==> src/rtl/pwm_bank_if.sv <==
// Configuration write bus and per-channel PWM status for pwm_bank.
// The register-file side uses master; the PWM bank uses slave.
interface pwm_bank_if #(
  parameter int unsigned NUM_CH = 4,
  parameter int unsigned CNT_W  = 16,
  parameter int unsigned DIV_W  = 8
);
  logic [NUM_CH-1:0]       cfg_we;
  logic [NUM_CH*CNT_W-1:0] cfg_high;
  logic [NUM_CH*CNT_W-1:0] cfg_top;
  logic [NUM_CH*DIV_W-1:0] cfg_div;
  logic [NUM_CH*3-1:0]     cfg_mode;
  logic [NUM_CH-1:0]       pwm_out;
  logic [NUM_CH-1:0]       period_done;
  logic [NUM_CH-1:0]       upd_pending;

  modport master (
    output cfg_we, cfg_high, cfg_top, cfg_div, cfg_mode,
    input  pwm_out, period_done, upd_pending
  );

  modport slave (
    input  cfg_we, cfg_high, cfg_top, cfg_div, cfg_mode,
    output pwm_out, period_done, upd_pending
  );
endinterface

==> src/rtl/pwm_bank.sv <==
// Multi-channel PWM generator with prescaler, edge/centre alignment, inversion
// and shadowed configuration that takes effect only at a period boundary.
module pwm_bank #(
  parameter int unsigned NUM_CH = 4,
  parameter int unsigned CNT_W  = 16,
  parameter int unsigned DIV_W  = 8
) (
  input  logic      clock,
  input  logic      reset,
  pwm_bank_if.slave bus
);

  localparam int unsigned MODE_W = 3;
  localparam logic [0:0]  DIR_UP = 1'b0;
  localparam logic [0:0]  DIR_DN = 1'b1;

  typedef struct packed {
    logic [CNT_W-1:0] high;
    logic [CNT_W-1:0] top;
    logic [DIV_W-1:0] div;
    logic             en;
    logic             inv;
    logic             centre;
  } cfg_t;

  for (genvar g = 0; g < NUM_CH; g++) begin : g_ch
    cfg_t             wr_c;
    cfg_t             act_q;
    cfg_t             act_d;
    cfg_t             pend_q;
    cfg_t             pend_d;
    logic             pend_v_q;
    logic             pend_v_d;
    logic [CNT_W-1:0] cnt_q;
    logic [CNT_W-1:0] cnt_d;
    logic [DIV_W-1:0] div_cnt_q;
    logic [DIV_W-1:0] div_cnt_d;
    logic [0:0]       dir_q;
    logic [0:0]       dir_d;
    logic             pwm_q;
    logic             pwm_d;
    logic             done_q;
    logic             done_d;
    logic             run_c;
    logic             tick_c;
    logic             bnd_c;

    // This channel's slice of the write bus.
    always_comb begin
      wr_c        = '0;
      wr_c.high   = bus.cfg_high[g*CNT_W +: CNT_W];
      wr_c.top    = bus.cfg_top[g*CNT_W +: CNT_W];
      wr_c.div    = bus.cfg_div[g*DIV_W +: DIV_W];
      {wr_c.en, wr_c.inv, wr_c.centre} = bus.cfg_mode[g*MODE_W +: MODE_W];
    end

    // Prescaler tick and period boundary detection.
    always_comb begin
      run_c  = act_q.en && (act_q.div != '0);
      tick_c = run_c && (div_cnt_q == act_q.div - DIV_W'(1));
      bnd_c  = 1'b0;
      if (act_q.centre) begin
        bnd_c = tick_c && ((act_q.top == '0) || ((cnt_q == '0) && (dir_q == DIR_DN)));
      end else begin
        bnd_c = tick_c && (cnt_q >= act_q.top);
      end
    end

    // Counter, direction and prescaler next state.
    always_comb begin
      cnt_d     = cnt_q;
      div_cnt_d = div_cnt_q;
      dir_d     = dir_q;
      if (!run_c) begin
        cnt_d     = '0;
        div_cnt_d = '0;
        dir_d     = DIR_UP;
      end else if (!tick_c) begin
        div_cnt_d = div_cnt_q + DIV_W'(1);
      end else begin
        div_cnt_d = '0;
        if (!act_q.centre) begin
          dir_d = DIR_UP;
          cnt_d = (cnt_q >= act_q.top) ? '0 : cnt_q + CNT_W'(1);
        end else if (act_q.top == '0) begin
          dir_d = DIR_UP;
          cnt_d = '0;
        end else if (dir_q == DIR_UP) begin
          if (cnt_q >= act_q.top) begin
            dir_d = DIR_DN;
            cnt_d = cnt_q - CNT_W'(1);
          end else begin
            cnt_d = cnt_q + CNT_W'(1);
          end
        end else begin
          if (cnt_q == '0) begin
            dir_d = DIR_UP;
            cnt_d = CNT_W'(1);
          end else begin
            cnt_d = cnt_q - CNT_W'(1);
          end
        end
      end
    end

    // Shadow register: a write on a boundary cycle bypasses straight to active.
    always_comb begin
      act_d    = act_q;
      pend_d   = pend_q;
      pend_v_d = pend_v_q;
      if (pend_v_q && (bnd_c || !run_c)) begin
        act_d    = pend_q;
        pend_v_d = 1'b0;
      end
      if (bus.cfg_we[g]) begin
        if (bnd_c) begin
          act_d    = wr_c;
          pend_v_d = 1'b0;
        end else begin
          pend_d   = wr_c;
          pend_v_d = 1'b1;
        end
      end
    end

    // Compare stage; an idle channel parks at its inversion level.
    always_comb begin
      pwm_d  = act_q.inv;
      done_d = bnd_c;
      if (run_c) begin
        pwm_d = (cnt_q < act_q.high) ^ act_q.inv;
      end
    end

    always_ff @(posedge clock or negedge reset) begin
      if (!reset) begin
        act_q     <= '0;
        pend_q    <= '0;
        pend_v_q  <= 1'b0;
        cnt_q     <= '0;
        div_cnt_q <= '0;
        dir_q     <= DIR_UP;
        pwm_q     <= 1'b0;
        done_q    <= 1'b0;
      end else begin
        act_q     <= act_d;
        pend_q    <= pend_d;
        pend_v_q  <= pend_v_d;
        cnt_q     <= cnt_d;
        div_cnt_q <= div_cnt_d;
        dir_q     <= dir_d;
        pwm_q     <= pwm_d;
        done_q    <= done_d;
      end
    end

    assign bus.pwm_out[g]     = pwm_q;
    assign bus.period_done[g] = done_q;
    assign bus.upd_pending[g] = pend_v_q;
  end

endmodule
==> src/flat_wrapper.sv <==
// flat-port wrapper written by rule: the top's interface ports become plain ports
module pwm_bank_flat 
#(
  parameter int unsigned NUM_CH = 4,
  parameter int unsigned CNT_W  = 16,
  parameter int unsigned DIV_W  = 8
)
  (clock, reset, bus_cfg_we, bus_cfg_high, bus_cfg_top, bus_cfg_div, bus_cfg_mode, bus_pwm_out, bus_period_done, bus_upd_pending);
  pwm_bank_if #(.NUM_CH(NUM_CH), .CNT_W(CNT_W), .DIV_W(DIV_W)) bus_i ();
  input  logic clock;
  input  logic reset;
  input wire logic [$bits(bus_i.cfg_we)-1:0] bus_cfg_we;
  input wire logic [$bits(bus_i.cfg_high)-1:0] bus_cfg_high;
  input wire logic [$bits(bus_i.cfg_top)-1:0] bus_cfg_top;
  input wire logic [$bits(bus_i.cfg_div)-1:0] bus_cfg_div;
  input wire logic [$bits(bus_i.cfg_mode)-1:0] bus_cfg_mode;
  output wire logic [$bits(bus_i.pwm_out)-1:0] bus_pwm_out;
  output wire logic [$bits(bus_i.period_done)-1:0] bus_period_done;
  output wire logic [$bits(bus_i.upd_pending)-1:0] bus_upd_pending;
  assign bus_i.cfg_we = bus_cfg_we;
  assign bus_i.cfg_high = bus_cfg_high;
  assign bus_i.cfg_top = bus_cfg_top;
  assign bus_i.cfg_div = bus_cfg_div;
  assign bus_i.cfg_mode = bus_cfg_mode;
  assign bus_pwm_out = bus_i.pwm_out;
  assign bus_period_done = bus_i.period_done;
  assign bus_upd_pending = bus_i.upd_pending;
  pwm_bank #(.NUM_CH(NUM_CH), .CNT_W(CNT_W), .DIV_W(DIV_W)) u_core (.clock(clock), .reset(reset), .bus(bus_i));
endmodule
==> config.mk <==
export PLATFORM = sky130hd
export DESIGN_NAME = pwm_bank_flat
export DESIGN_NICKNAME = d
export VERILOG_FILES = /design/src/rtl/pwm_bank_if.sv /design/src/rtl/pwm_bank.sv /design/src/flat_wrapper.sv
export SDC_FILE = /design/constraint.sdc
export NUM_CORES = 1
export LEC_CHECK = 0
export CORE_UTILIZATION = 60
export DETAILED_ROUTE_END_ITERATION = 10
export PLACE_DENSITY = 0.81
export SYNTH_ARGS = -nofsm -noshare
export SYNTH_HDL_FRONTEND = slang
export SYNTH_SLANG_ARGS = --single-unit
==> constraint.sdc <==
create_clock -name clock -period 4.5 [get_ports clock]
set_clock_uncertainty 0.05 [all_clocks]
set_input_delay 0.9 -clock clock [delete_from_list [all_inputs] [get_ports clock]]
set_output_delay 0.9 -clock clock [all_outputs]
set_load 0.05 [all_outputs]
## Yosys cells after proc, flatten, opt, wreduce, memory -nomap -nowiden

Cells that the tools add are included.

| word-level totals | value |
|---|---|
| bits in registers | 456 |
| bits of input ports | 178 |
| output and inout bits | 12 |
| word-level logic and storage cells | 268 |

| operators by class | value |
|---|---|
| add/subtract/negate cells | 16 |
| order comparisons | 8 |
| equality and inequality tests | 8 |
| mux-type cells | 100 |
| bitwise logic cells | 8 |
| reduce and logical (&&, ||, !) cells | 56 |

Operator list:

| kind | number |
|---|---|
| $mux W43 | 12 |
| $mux W16 | 32 |
| $logic_not A16 Y1 | 8 |
| $add A16 B1 Y16 const B | 4 |
| $ge A16 B16 Y1 | 4 |
| $lt A16 B16 Y1 | 4 |
| $mux W8 | 8 |
| $sub A16 B1 Y16 const B | 4 |
| $mux W1 | 48 |
| $add A8 B1 Y8 const B | 4 |
| $eq A8 B8 Y1 | 4 |
| $reduce_bool A8 Y1 | 4 |
| $sub A8 B1 Y8 const B | 4 |
| $logic_and A1 B1 Y1 | 24 |
| $logic_or A1 B1 Y1 | 8 |
| $ne A2 B2 Y1 const B | 4 |
| $reduce_and A2 Y1 | 4 |
| $reduce_bool A2 Y1 | 4 |
| $logic_not A1 Y1 | 4 |
| $not A1 Y1 | 4 |
| $xor A1 B1 Y1 | 4 |

## Longest topological paths before layout

| logic depth | value |
|---|---|
| depth in word-level cells | 10 |
| depth in mapped cells | 14 |
| gate-level depth less buffers | 10 |

## Least setup slack after synthesis

OpenSTA, ideal clock, no wires.

| timing path | value |
|---|---|
| path kind | reg-to-reg |
| from | reg u_core.g_ch[2].cnt_q[0] |
| to | reg u_core.g_ch[2].pend_q[1] (netlist bit) |
| setup time | 125 ps |
| arrival | 3,018 ps |
| data required time | 4,325 ps |
| slack | 1,307 ps |
| stages on the path, launching flop included | 11 |
| buffers on the path | 1 |
| path through | dfrtp_1 -> inv_1 -> ha_1 -> or4b_2 -> nor2b_1 -> nand4b_1 -> nand3_1 -> o21ai_1 -> o21ai_2 -> buf_6 -> mux2_2 |

| on the way | value |
|---|---|
| word-level cells in the longest chain between the ends | 7 |

Ends and longest elaborated chain:

| what | line | source |
|---|---|---|
| start, declared | pwm_bank.sv:34 | `logic [CNT_W-1:0] cnt_q;` |
| start signal, assigned | pwm_bank.sv:149 | `cnt_q <= cnt_d;` |
| parallel branches: the longest is 4 deep, another holds $ge A16 B16 Y1 | - |  |
| $mux W1 * | pwm_bank.sv:62 | `if (act_q.centre) begin` |
| $not A1 Y1 (no source line) * | - |  |
| $reduce_and A2 Y1 (no source line) * | - |  |
| end signal, assigned | pwm_bank.sv:147 | `pend_q <= pend_d;` |
| end, declared | pwm_bank.sv:30 | `cfg_t pend_q;` |

Every way passes the cells marked *.
A chain may end at the register's enable or synchronous reset.

## Final worst setup path

| timing path | value |
|---|---|
| from | reg u_core.g_ch[3].cnt_q[0] |
| to | reg u_core.g_ch[3].pend_q[17] (netlist bit) |

| on the way | value |
|---|---|
| word-level cells in the longest chain between the ends | 7 |

Ends and longest elaborated chain:

| what | line | source |
|---|---|---|
| start, declared | pwm_bank.sv:34 |  |
| start signal, assigned | pwm_bank.sv:149 |  |
| parallel branches: the longest is 4 deep, another holds $ge A16 B16 Y1 | - |  |
| $mux W1 * | pwm_bank.sv:62 |  |
| named net u_core.g_ch[3].bnd_c | pwm_bank.sv:46 | `logic bnd_c;` |
| $not A1 Y1 (no source line) * | - |  |
| $reduce_and A2 Y1 (no source line) * | - |  |
| end signal, assigned | pwm_bank.sv:147 |  |
| end, declared | pwm_bank.sv:30 |  |

Mark *: on every way through the listed nets, which the timed path passes.

==> impl_summary.log <==
[metrics] core area: 0.04441 mm2
[metrics] most area-hungry cell type in the Yosys netlist: sky130_fd_sc_hd__dfrtp_1
[metrics] latest clock arrival within the worst-skew pair: 0.61 ns
[metrics] internal reg-to-reg setup slack: 0.74 ns
[metrics] length in cells of the worst reg-to-reg path: 11
[metrics] clk buf depth: 3
[metrics] Synthesized Nets: 3087
[metrics] y dimension of the die: 214.5 um
[metrics] post-place setup slack: 0.8225 ns
[metrics] GR Util All Layers: 30.19%
[metrics] Fmax achieved: 265.8 MHz
[metrics] mean post-synth cell area: 9.810 um2
[metrics] gr ovfl total: 0
[metrics] Worst R2R End: u_core.g_ch[3].pend_q[17]
[metrics] Die Outline Area: 0.04603 mm2
[metrics] Final Max Slew Viols: 0
[metrics] data arrival time of the worst path: 4.20 ns
[metrics] drt via density: 6.167
[metrics] Layout Area Growth over Synthesis: 14.56%
[metrics] antenna violations before repair: 2
[metrics] Min-Delay Path Class: primary input to async pin
[metrics] total negative slack for setup checks: 0 ns
[metrics] first-pass GRT wire length: 114.2 mm
[metrics] CTS H-tree lvls: 2
[metrics] Relative slew margins: 22.01%
[metrics] Req. time, crit path: 4.93 ns
[metrics] clock-pin slew of the registers on the worst-case setup and hold paths: 0.06 ns
[metrics] share of synthesized area occupied by flip-flops and latches: 42.10%
[metrics] share of the clock period used by the worst path after layout: 83.61%
[metrics] detailed-route DRC error count: 0
[metrics] predominant post-synthesis flop cell: sky130_fd_sc_hd__dfrtp_1
[metrics] synthesized flop and latch total: 456
[metrics] top cells by area, synth: sky130_fd_sc_hd__dfrtp_1 (42%), sky130_fd_sc_hd__ha_1 (6.7%), sky130_fd_sc_hd__mux2i_1 (6.5%)
[metrics] num rows: 77
[metrics] largest net degree at the start of global routing: 88
[metrics] post-CTS setup buffers: 0
[metrics] largest vdd supply drop: 369.9 uV
[metrics] TritonCTS clock tree: yes
[metrics] power per unit of standard cell area: 405.9 mW/mm2
[metrics] count of boundary I/O pins: 190
[metrics] filler cell count: 3291
[metrics] starting density of the core: 61.03%
[metrics] Syn. warnings: 0
[metrics] static leakage: 14.62 nW
[metrics] Worst Max-Slew Pin Slew: 1.166 ns
[metrics] share of Yosys cell area claimed by the top area cell type: 42.10%
[metrics] buffer type at the clock tree root: sky130_fd_sc_hd__clkbuf_16
[metrics] post-CTS sizing: 0
[metrics] status: complete, no violations
[metrics] post-detail-place hpwl: 48.62 mm
[metrics] fraction of final layout cells sized beyond drive strength 1: 10.96%
[metrics] cell area after placement: 0.02945 mm2
[metrics] number of DRC markers in iteration 0: 1772
[metrics] Final Routed Wirelength: 69.50 mm
[metrics] final worst-path setup slack: 0.7375 ns
[metrics] final std cell area, no fill: 0.03105 mm2
[metrics] path type of the worst setup path: flop to flop
[metrics] total of hold buffers inserted after clock tree synthesis: 0
[metrics] endpoint class of the critical path: flop
[metrics] cell area after synthesis: 0.02710 mm2
[metrics] TritonCTS buffer count: 48
[metrics] post-detailed-route count of antenna-violating nets: 0
[metrics] Reg-to-Reg Start: u_core.g_ch[3].cnt_q[0]
[metrics] count of final hold-check violations: 0
[metrics] number of distinct library cells after synthesis: 92
[metrics] vias post-DR: 21670
[metrics] DRT Pass-1 Iters: 6
[metrics] number of flops mapped to enable cells by yosys: 0
[metrics] maximum net fanout on the critical path: 22
[metrics] Final Setup Violations: 0
[metrics] Final Wtd Congestion: 0.9371
[metrics] nets: 3208
[metrics] CTS sink count: 456
[metrics] FFs w/ async S/R, synth: 100.0%
[metrics] count of max-cap constraint violations: 0
[metrics] drt wl/cell: 19.78 um
[metrics] vias in the first global route: 21980
[metrics] shortest clock period the worst path allows after layout: 3.763 ns
[metrics] port buffer count: 189
[metrics] horizontal extent of the die: 214.5 um
[metrics] setup repair after global routing missed its margin: false
[metrics] critical path startpoint category: flop
[metrics] Synth Instances: 2763
[synthesized netlist by cell type, types with 45 or more instances]
master,number
sky130_fd_sc_hd__a21oi_1,156
sky130_fd_sc_hd__xnor2_1,45
sky130_fd_sc_hd__o21ai_0,187
sky130_fd_sc_hd__dfrtp_1,456
sky130_fd_sc_hd__xor2_1,54
sky130_fd_sc_hd__ha_1,146
sky130_fd_sc_hd__nand2_1,194
sky130_fd_sc_hd__inv_1,176
sky130_fd_sc_hd__clkbuf_1,99
sky130_fd_sc_hd__nand3_1,89
sky130_fd_sc_hd__nor2_1,211
sky130_fd_sc_hd__mux2i_1,177
sky130_fd_sc_hd__mux2_2,116
[stage by stage]
step | hold slack, ns | std cells | power (mW) | utilization, %
detailed placement | 0.4308 | 3426 | 8.538 | 66.30
global route | 0.3211 | 3513 | 13.24 | 69.91
floorplan | 0.4135 | 2763 | 7.523 | -
global placement | 0.4227 | 3426 | 8.334 | 66.30
CTS | 0.2999 | 3513 | 12.65 | 69.91
finish | 0.2821 | 3514 | 12.60 | 69.91
[critical path, stage by stage (launching register included)]
cell	delay, ns
sky130_fd_sc_hd__dfrtp_1	0.45
sky130_fd_sc_hd__inv_1	0.15
sky130_fd_sc_hd__ha_1	0.30
sky130_fd_sc_hd__nand2b_1	0.09
sky130_fd_sc_hd__a31oi_1	0.07
sky130_fd_sc_hd__o21ai_0	0.46
sky130_fd_sc_hd__a21o_1	0.39
sky130_fd_sc_hd__nor2_1	0.15
sky130_fd_sc_hd__nor3b_2	0.30
sky130_fd_sc_hd__nand2b_2	0.58
sky130_fd_sc_hd__buf_12	0.26
sky130_fd_sc_hd__mux2_2	0.35
[how the worst max path moves through the flow]
stage / from / end / cells after the start
after floorplan: u_core.g_ch[2].cnt_q[0] / u_core.g_ch[2].pend_q[1] / 10
after global placement: u_core.g_ch[1].cnt_q[0] / u_core.g_ch[1].pend_q[42] / 11
final: u_core.g_ch[3].cnt_q[0] / u_core.g_ch[3].pend_q[17] / 11
after detailed placement: u_core.g_ch[2].cnt_q[0] / u_core.g_ch[2].pend_q[25] / 10
after global routing: u_core.g_ch[3].cnt_q[0] / u_core.g_ch[3].pend_q[24] / 11
after CTS: u_core.g_ch[2].cnt_q[0] / u_core.g_ch[2].pend_q[19] / 10
[routing by layer]
layer | vias to the layer above | track usage [%] | routed length, um
met5 | - | 0 | 29
met4 | 4 | 10.19 | 1853
met3 | 136 | 3.801 | 3473
met2 | 704 | 50.56 | 33670
met1 | 10730 | 40.61 | 30470
li1 | 10100 | - | -
[placed cells by master (no fill, tap or decap), types with 20 or more instances in the layout]
cell	count
sky130_fd_sc_hd__nor4_1	38
sky130_fd_sc_hd__a21o_1	37
sky130_fd_sc_hd__nor2_1	210
sky130_fd_sc_hd__mux2i_1	177
sky130_fd_sc_hd__nand2b_1	22
sky130_fd_sc_hd__nor3_1	40
sky130_fd_sc_hd__nand4_1	25
sky130_fd_sc_hd__inv_1	176
sky130_fd_sc_hd__clkbuf_16	49
sky130_fd_sc_hd__ha_1	146
sky130_fd_sc_hd__a21oi_1	156
sky130_fd_sc_hd__a31oi_1	20
sky130_fd_sc_hd__mux2_4	40
sky130_fd_sc_hd__buf_4	35
sky130_fd_sc_hd__clkdlybuf4s50_1	188
sky130_fd_sc_hd__nand3_1	89
sky130_fd_sc_hd__mux2_1	22
sky130_fd_sc_hd__nand2_1	193
sky130_fd_sc_hd__and3_1	28
sky130_fd_sc_hd__dfrtp_1	456
sky130_fd_sc_hd__xnor2_1	45
sky130_fd_sc_hd__mux2_2	116
sky130_fd_sc_hd__xor2_1	54
sky130_fd_sc_hd__o21ai_0	186
[flip-flops by register name (all words and copies together), names as in the netlist]
signal                 cells
u_core.g_ch.pwm_q          4
u_core.g_ch.done_q         4
u_core.g_ch.div_cnt_q     32
u_core.g_ch.pend_q       172
u_core.g_ch.pend_v_q       4
u_core.g_ch.dir_q          4
u_core.g_ch.act_q        172
u_core.g_ch.cnt_q         64
[power by group]
part / switching (mW) / leakage [nW] / internal, mW / total [mW]
Clock: 1.70 / 0.795 / 2.37 / 4.07
Sequential: 0.696 / 5.25 / 4.75 / 5.45
Combinational: 1.63 / 8.58 / 1.45 / 3.09
[final cells by class]
type,count,area (um2),area share [%]
Multi-Input combinational cell,1966,14250,45.90
Inverter,177,664.4,2.140
Clock inverter,21,221.5,0.7132
Tap cell,592,740.7,2.385
Antenna cell,1,2.502,0.008059
Clock buffer,66,1380,4.445
Sequential cell,456,11410,36.75
Timing Repair Buffer,235,2380,7.664
[cells by family after synthesis]
family | Yosys count | synth area share (%)
compound gates | 606 | 14.07
xor+xnor | 99 | 3.199
fa+ha+maj | 146 | 6.740
buf+inv | 341 | 5.641
flops | 456 | 42.10
mux | 355 | 14.49
simple gates | 760 | 13.77
Power figures use the tool's default switching activity.
